$ cat src/rtl/crc_engine.sv
// -----------------------------------------------------------------------------
// crc_engine
//
// Parameterised CRC calculator. Each valid beat advances the CRC register by
// DATA_W serial LFSR shifts in a single clock cycle. The beat flagged as last
// completes the frame. On the following cycle the result appears on axiod,
// together with a one-cycle axiov pulse.
//
// Parameters
//   WIDTH    CRC register width (3..32)
//   DATA_W   data bits consumed per valid beat (1..16)
//   POLY     generator polynomial, normal form, x^WIDTH term implicit
//   INIT     register value loaded at frame start
//   REFIN    1: axiid bit 0 shifted first, 0: bit DATA_W-1 shifted first
//   REFOUT   1: final register bit-reversed before XOROUT
//   XOROUT   value XORed into the final result
//   RESIDUE  raw register value expected after data plus appended CRC
//
// Ports
//   clk     in   sole clock, rising edge
//   rst     in   asynchronous reset, active low
//   axiiv   in   input beat valid
//   axiid   in   input data beat [DATA_W-1:0]
//   axiil   in   last beat of frame (only meaningful with axiiv)
//   clr     in   synchronous abort of the current frame
//   axiov   out  result valid, single-cycle pulse
//   axiod   out  final CRC of the most recent completed frame [WIDTH-1:0]
//   busy    out  frame in progress
//   crc_ok  out  raw register matched RESIDUE at frame end
//                (only when CRC_ENGINE_RESIDUE_CHECK_EN is defined)
//
// Optional feature macro: CRC_ENGINE_RESIDUE_CHECK_EN
// -----------------------------------------------------------------------------
module crc_engine #(
    parameter int               WIDTH   = 8,
    parameter int               DATA_W  = 8,
    parameter logic [WIDTH-1:0] POLY    = WIDTH'(8'h1D),
    parameter logic [WIDTH-1:0] INIT    = '1,
    parameter bit               REFIN   = 1'b1,
    parameter bit               REFOUT  = 1'b1,
    parameter logic [WIDTH-1:0] XOROUT  = '0,
    parameter logic [WIDTH-1:0] RESIDUE = '0
) (
    input  logic              clk,
    input  logic              rst,
    input  logic              axiiv,
    input  logic [DATA_W-1:0] axiid,
    input  logic              axiil,
    input  logic              clr,
    output logic              axiov,
    output logic [WIDTH-1:0]  axiod,
`ifdef CRC_ENGINE_RESIDUE_CHECK_EN
    output logic              crc_ok,
`endif
    output logic              busy
);

    typedef enum logic [1:0] {
        IDLE = 2'd0,
        CALC = 2'd1,
        DONE = 2'd2
    } state_t;

    state_t            state_reg;
    logic [WIDTH-1:0]  crc_reg;
    logic [WIDTH-1:0]  axiod_reg;
    logic              axiov_reg;
    logic              busy_reg;

    // Data bits re-ordered so that index k is the bit shifted in at step k.
    logic [DATA_W-1:0] data_ord;
    // Register value the current beat starts from: a frame in progress
    // continues, otherwise (IDLE or DONE) a new frame begins from INIT.
    logic [WIDTH-1:0]  seed;
    logic [WIDTH-1:0]  crc_next;
    logic [WIDTH-1:0]  crc_next_rev;
    logic [WIDTH-1:0]  result_next;
    logic              fb;

    genvar gi;

    generate
        for (gi = 0; gi < DATA_W; gi++) begin : g_order
            if (REFIN) begin : g_lsb_first
                assign data_ord[gi] = axiid[gi];
            end else begin : g_msb_first
                assign data_ord[gi] = axiid[DATA_W-1-gi];
            end
        end
    endgenerate

    assign seed = (state_reg == CALC) ? crc_reg : INIT;

    // DATA_W serial shifts of a Galois LFSR, unrolled into one cycle.
    always_comb begin
        crc_next = seed;
        fb       = 1'b0;
        for (int i = 0; i < DATA_W; i++) begin
            fb       = crc_next[WIDTH-1] ^ data_ord[i];
            crc_next = {crc_next[WIDTH-2:0], 1'b0} ^ (fb ? POLY : '0);
        end
    end

    generate
        for (gi = 0; gi < WIDTH; gi++) begin : g_reverse
            assign crc_next_rev[gi] = crc_next[WIDTH-1-gi];
        end
    endgenerate

    assign result_next = (REFOUT ? crc_next_rev : crc_next) ^ XOROUT;

    // The output result is computed from the register value as it is being
    // written. So axiod is already valid when the DONE cycle starts, and a
    // new frame accepted in DONE cannot disturb it.
    always_ff @(posedge clk or negedge rst) begin
        if (!rst) begin
            state_reg <= IDLE;
            crc_reg   <= INIT;
            axiov_reg <= 1'b0;
            axiod_reg <= '0;
            busy_reg  <= 1'b0;
        end else if (clr) begin
            state_reg <= IDLE;
            crc_reg   <= INIT;
            axiov_reg <= 1'b0;
            busy_reg  <= 1'b0;
        end else if (axiiv) begin
            crc_reg <= crc_next;
            if (axiil) begin
                state_reg <= DONE;
                axiov_reg <= 1'b1;
                axiod_reg <= result_next;
                busy_reg  <= 1'b0;
            end else begin
                state_reg <= CALC;
                axiov_reg <= 1'b0;
                busy_reg  <= 1'b1;
            end
        end else begin
            if (state_reg == DONE) begin
                state_reg <= IDLE;
            end
            axiov_reg <= 1'b0;
        end
    end

`ifdef CRC_ENGINE_RESIDUE_CHECK_EN
    logic ok_reg;

    always_ff @(posedge clk or negedge rst) begin
        if (!rst) begin
            ok_reg <= 1'b0;
        end else if (clr) begin
            ok_reg <= 1'b0;
        end else if (axiiv && axiil) begin
            ok_reg <= (crc_next == RESIDUE);
        end
    end

    assign crc_ok = ok_reg;
`endif

    assign axiov = axiov_reg;
    assign axiod = axiod_reg;
    assign busy  = busy_reg;

endmodule

$ cat config.mk
export PLATFORM = sky130hd
export DESIGN_NAME = crc_engine
export DESIGN_NICKNAME = d
export VERILOG_FILES = /design/src/rtl/crc_engine.sv
export SDC_FILE = /design/constraint.sdc
export NUM_CORES = 1
export LEC_CHECK = 0
export BUFFER_PORTS_ARGS = -buffer_cell sky130_fd_sc_hd__buf_4
export CORE_UTILIZATION = 35
export CTS_BUF_LIST = sky130_fd_sc_hd__clkbuf_4 sky130_fd_sc_hd__clkbuf_8
export DETAILED_ROUTE_END_ITERATION = 10
export GPL_ROUTABILITY_DRIVEN = 0
export GPL_TIMING_DRIVEN = 1
export SLEW_MARGIN = 20
export SYNTH_ARGS = -nofsm -noshare
export SYNTH_HDL_FRONTEND = slang
export SYNTH_SLANG_ARGS = --single-unit
export TNS_END_PERCENT = 50
$ cat constraint.sdc
create_clock -name clk -period 2.5 [get_ports clk]
set_input_delay 0.25 -clock clk [delete_from_list [all_inputs] [get_ports clk]]
set_output_delay 0.25 -clock clk [all_outputs]
set_load 0.02 [all_outputs]
# Yosys cells after proc, flatten, opt, wreduce, memory -nomap -nowiden
# Index checks and enable logic that the tools add are counted.
# op_classes
n_mux	21
n_eq_ne	2
reduce_logical	3
bitwise_logic	17
# ops
op	count
$xor A8 B5 Y8	8
$mux W5	8
$mux W8	3
$mux W2	4
$xor A1 B1 Y1	8
$mux W1	6
$reduce_and A3 Y1	1
$reduce_bool A3 Y1	1
$eq A2 B1 Y1 const B	1
$eq A2 B2 Y1 const B	1
$reduce_bool A2 Y1	1
$not A1 Y1	1
# word_totals
elab_cells	48
reg_bits	20
input_bits	13

# Depth between registers and ports, before layout
# depth
ltp_word	28
ltp_mapped	7
mapped_depth_nobuf	6

# Worst setup path after synthesis
# OpenSTA, ideal clock, no wires.
# synth_timing
path_type	reg2reg
from	register crc_reg[6]
to	register axiod_reg[3], in the netlist axiod[3]
t_arrival_ps	1725
slack_ps	643
stages_incl_launch_ff	7
t_required_ps	2368
path_buffers	0
path_cell_list	dfstp_2 xnor3_2 nand2b_4 xor2_4 xor2_2 xnor2_1 o21ai_1
# synth_between
elab_chain_cells	13
elab_cells_between_ends	17
# synth_rtl
item	line_no	source
start: declaration	65	logic [WIDTH-1:0] crc_reg;
start signal: assignment	128	crc_reg <= crc_next;
$mux W8 *	92	assign seed = (state_reg == CALC) ? crc_reg : INIT;
$xor A8 B5 Y8 *	100	crc_next = {crc_next[WIDTH-2:0], 1'b0} ^ (fb ? POLY : '0);
$xor A1 B1 Y1 *	99	fb = crc_next[WIDTH-1] ^ data_ord[i];
$mux W5 *	100	
$xor A8 B5 Y8 * (4 in series)	100	
$xor A1 B1 Y1 / $xor A8 B5 Y8 (equally long branches)	99, 100	
$mux W5, or another cell as far along	100	
$xor A8 B5 Y8 * (3 in series)	100	
end signal: assignment	132	axiod_reg <= result_next;
end: declaration	66	logic [WIDTH-1:0] axiod_reg;
# Every way passes the cells marked *; elsewhere a longest branch is shown, timed or not.
# A chain may end at the register's enable or synchronous reset.

# Worst setup path in the final report
# Same ends and word-level chain as after synthesis.

==> qor.csv <==
metric;value;unit
DPL Wire Length;1840;um
Reg2Reg Depth;6;
post-synthesis instance total;114;
final design utilization;45.7;%
commonest non-fill, non-tap cell in the layout;xnor2_1;
Floorplan Core Area;3130;um2
Critical Path AT;2260;ps
clock slew at reported path FFs;120;ps
Cell Area, Synth;1180;um2
via-per-instance ratio;4.60;
Final #Nets;151;
root buffer selected by CTS;clkbuf_4;
Slew headroom;70.0;%
Clk pwr share;16.4;%
Gates resized, CTS repair;0;
CP Max Fanout;4;
Post-Route WL;2330;um
commonest cells after routing, fill and taps aside;xnor2_1 (24), buf_4 (22), nor2_1 (18), dfrtp_1 (12), dfstp_2 (8);
switch share;36.0;%
Synth-to-Final Area Change;21.2;%
internal power contribution;0.756;mW
Die Ht;60.1;um
FP Rows;20;
critical path cell sequence;xnor3_2, nand2b_4, xor2_4, xor2_2, xnor2_1, o21ai_1;
vias in the first global route;832;
final hold vios;0;
global-route wire length before repair;3940;um
pwr dens;826;nW/um2
kind of critical path;flop to flop;
H-tree lvl count;1;
Reg area;510;um2
Comb pwr share;43.6;%
Peak supply drop;0.198;mV
total CTS buffers;3;
#FFs+latches synth;20;
fin. max-slew vios;0;
max-cap violations;0;
Worst Skew;15.8;ps
die footprint;3610;um2
antenna violations before repair;0;
CP required;2720;ps
GRT Util Overall;15.6;%
Crit path largest cell delay;610;ps
IO Pins;23;
synth warn;0;
Critical Path End Type;flop;
# diodes;0;
Worst-Margin Slew;447;ps
CP startpoint kind;flop;
starting density of the core;37.7;%
wire per inst;12.8;um
CTS tree;done;
sequential share of the synthesized area;43.3;%
Worst Hold Class;input port to flop;
worst skew pair latency;320;ps
Slowest-stage cell, CP;dfstp_2;
CTS max path bufs;2;
Hold Path Depth;2;
port bufs;22;
post-route DRC violation count;0;
setup TNS;0;ps
multi-input logic area;646;um2
Setup WS pre-CTS;457;ps
LEAKAGE;0.622;nW
final setup violating endpoints;0;
final worst path period need;2050;ps
Synth Net Count;127;
vias after detailed routing;833;
DRT antenna net count;0;
synth unique cells;29;
filler cell count;301;
CTS sink cnt;20;
total gr overflow;0;
drt first pass iters;4;
pin count of the biggest net entering global routing;21;
Reg power frac;40.0;%
f_max;0.489;GHz
syn_area_per_cell;10.3;um2
Die X;60.1;um
post-route setup slack;453;ps
Hold Worst Slack;213;ps
1st-iter DRT viols;27;
RSZ-0062 raised after global routing;false;
outcome;completed;
period utilization;81.9;%
sw power;0.425;mW
share of post-route cells with drive strength above 1;31.4;%
[worst max-delay path, delay by kind of cell (launching register included)]
kind             cells  cell delay [ps]
AO/OA/AOI/OAI        1               80
XOR/XNOR             4             1150
AND/OR/NAND/NOR      1              110
flip-flops           1              610
[cells by family after synthesis]
kind of cell / synth area share, %
AO/OA/AOI/OAI: 8.80
buffers and inverters: 2.01
flip-flops: 43.3
AND/OR/NAND/NOR: 13.5
XOR/XNOR: 30.5
multiplexers: 1.91
[cell type report]
cell class / instances / area share (%)
clock buffers: 4 / 2.54
inverters: 2 / 0.525
repair buffers: 23 / 12.2
well taps: 44 / 3.85
flip-flops and latches: 20 / 35.7
multi-input cells: 88 / 45.1
[Yosys cell counts, drive strengths merged]
cell / count / share of area (%)
xnor2: 25 / 19
nor2: 18 / 5.7
dfrtp: 12 / 25
dfstp: 8 / 18
o21ai: 8 / 3.4
nand2: 7 / 2.2
xor2: 7 / 7.4
a211o: 4 / 3.1
a21oi: 4 / 1.7
clkbuf: 3 / 0.95
nor3: 3 / 1.3
inv: 2 / 0.64
mux2: 2 / 1.9
nand2b: 2 / 1.7
xnor3: 2 / 3.9
and3: 1 / 0.53
buf: 1 / 0.42
nand3: 1 / 0.42
nor2b: 1 / 0.53
nor4: 1 / 0.53
o21bai: 1 / 0.64
or2: 1 / 0.53
[power groups by stage]
| stage | logic, mW | clock network [mW] | registers (mW) |
|---|---|---|---|
| after floorplan | 0.286 | 0 | 0.540 |
| after global placement | 0.514 | 0 | 0.476 |
| after detailed placement | 0.521 | 0 | 0.480 |
| after CTS | 0.522 | 0.196 | 0.474 |
| after global routing | 0.565 | 0.214 | 0.486 |
| final | 0.515 | 0.194 | 0.473 |
[metrics by stage]
stage	total power, mW	cell area, um2	cells
2_1_floorplan	0.826	1180	114
5_1_grt	1.27	1430	181
3_3_place_gp	0.990	1380	176
3_5_place_dp	1.00	1380	176
6_report	1.18	1430	181
4_1_cts	1.19	1430	181
[metal layers]
metal,wire length [um],track usage (%)
met2,1070,25.6
met3,106,1.95
met5,0,0
met4,57,8.97
met1,1090,19.8
[worst paths after layout]
path                                   startpoint                      to  slack, ps
max                        crc_reg[6]$_DFFE_PN1P_    axiod[3]$_DFFE_PN0P_        450
min                                           clr        busy$_DFFE_PN0P_        210
max reg2reg                crc_reg[6]$_DFFE_PN1P_    axiod[3]$_DFFE_PN0P_        450
min reg2reg                  axiod[4]$_DFFE_PN0P_    axiod[4]$_DFFE_PN0P_        500
max in group asynchronous                     rst  crc_reg[1]$_DFFE_PN1P_       1890
min in group asynchronous                     rst    axiod[2]$_DFFE_PN0P_        330
[what timing repair did]
item | CTS | global route
hold buffers | 1 | 0
setup buffers | 0 | 0
hold endpoints to repair | 12 | 0
Power figures use the tool's default switching activity.
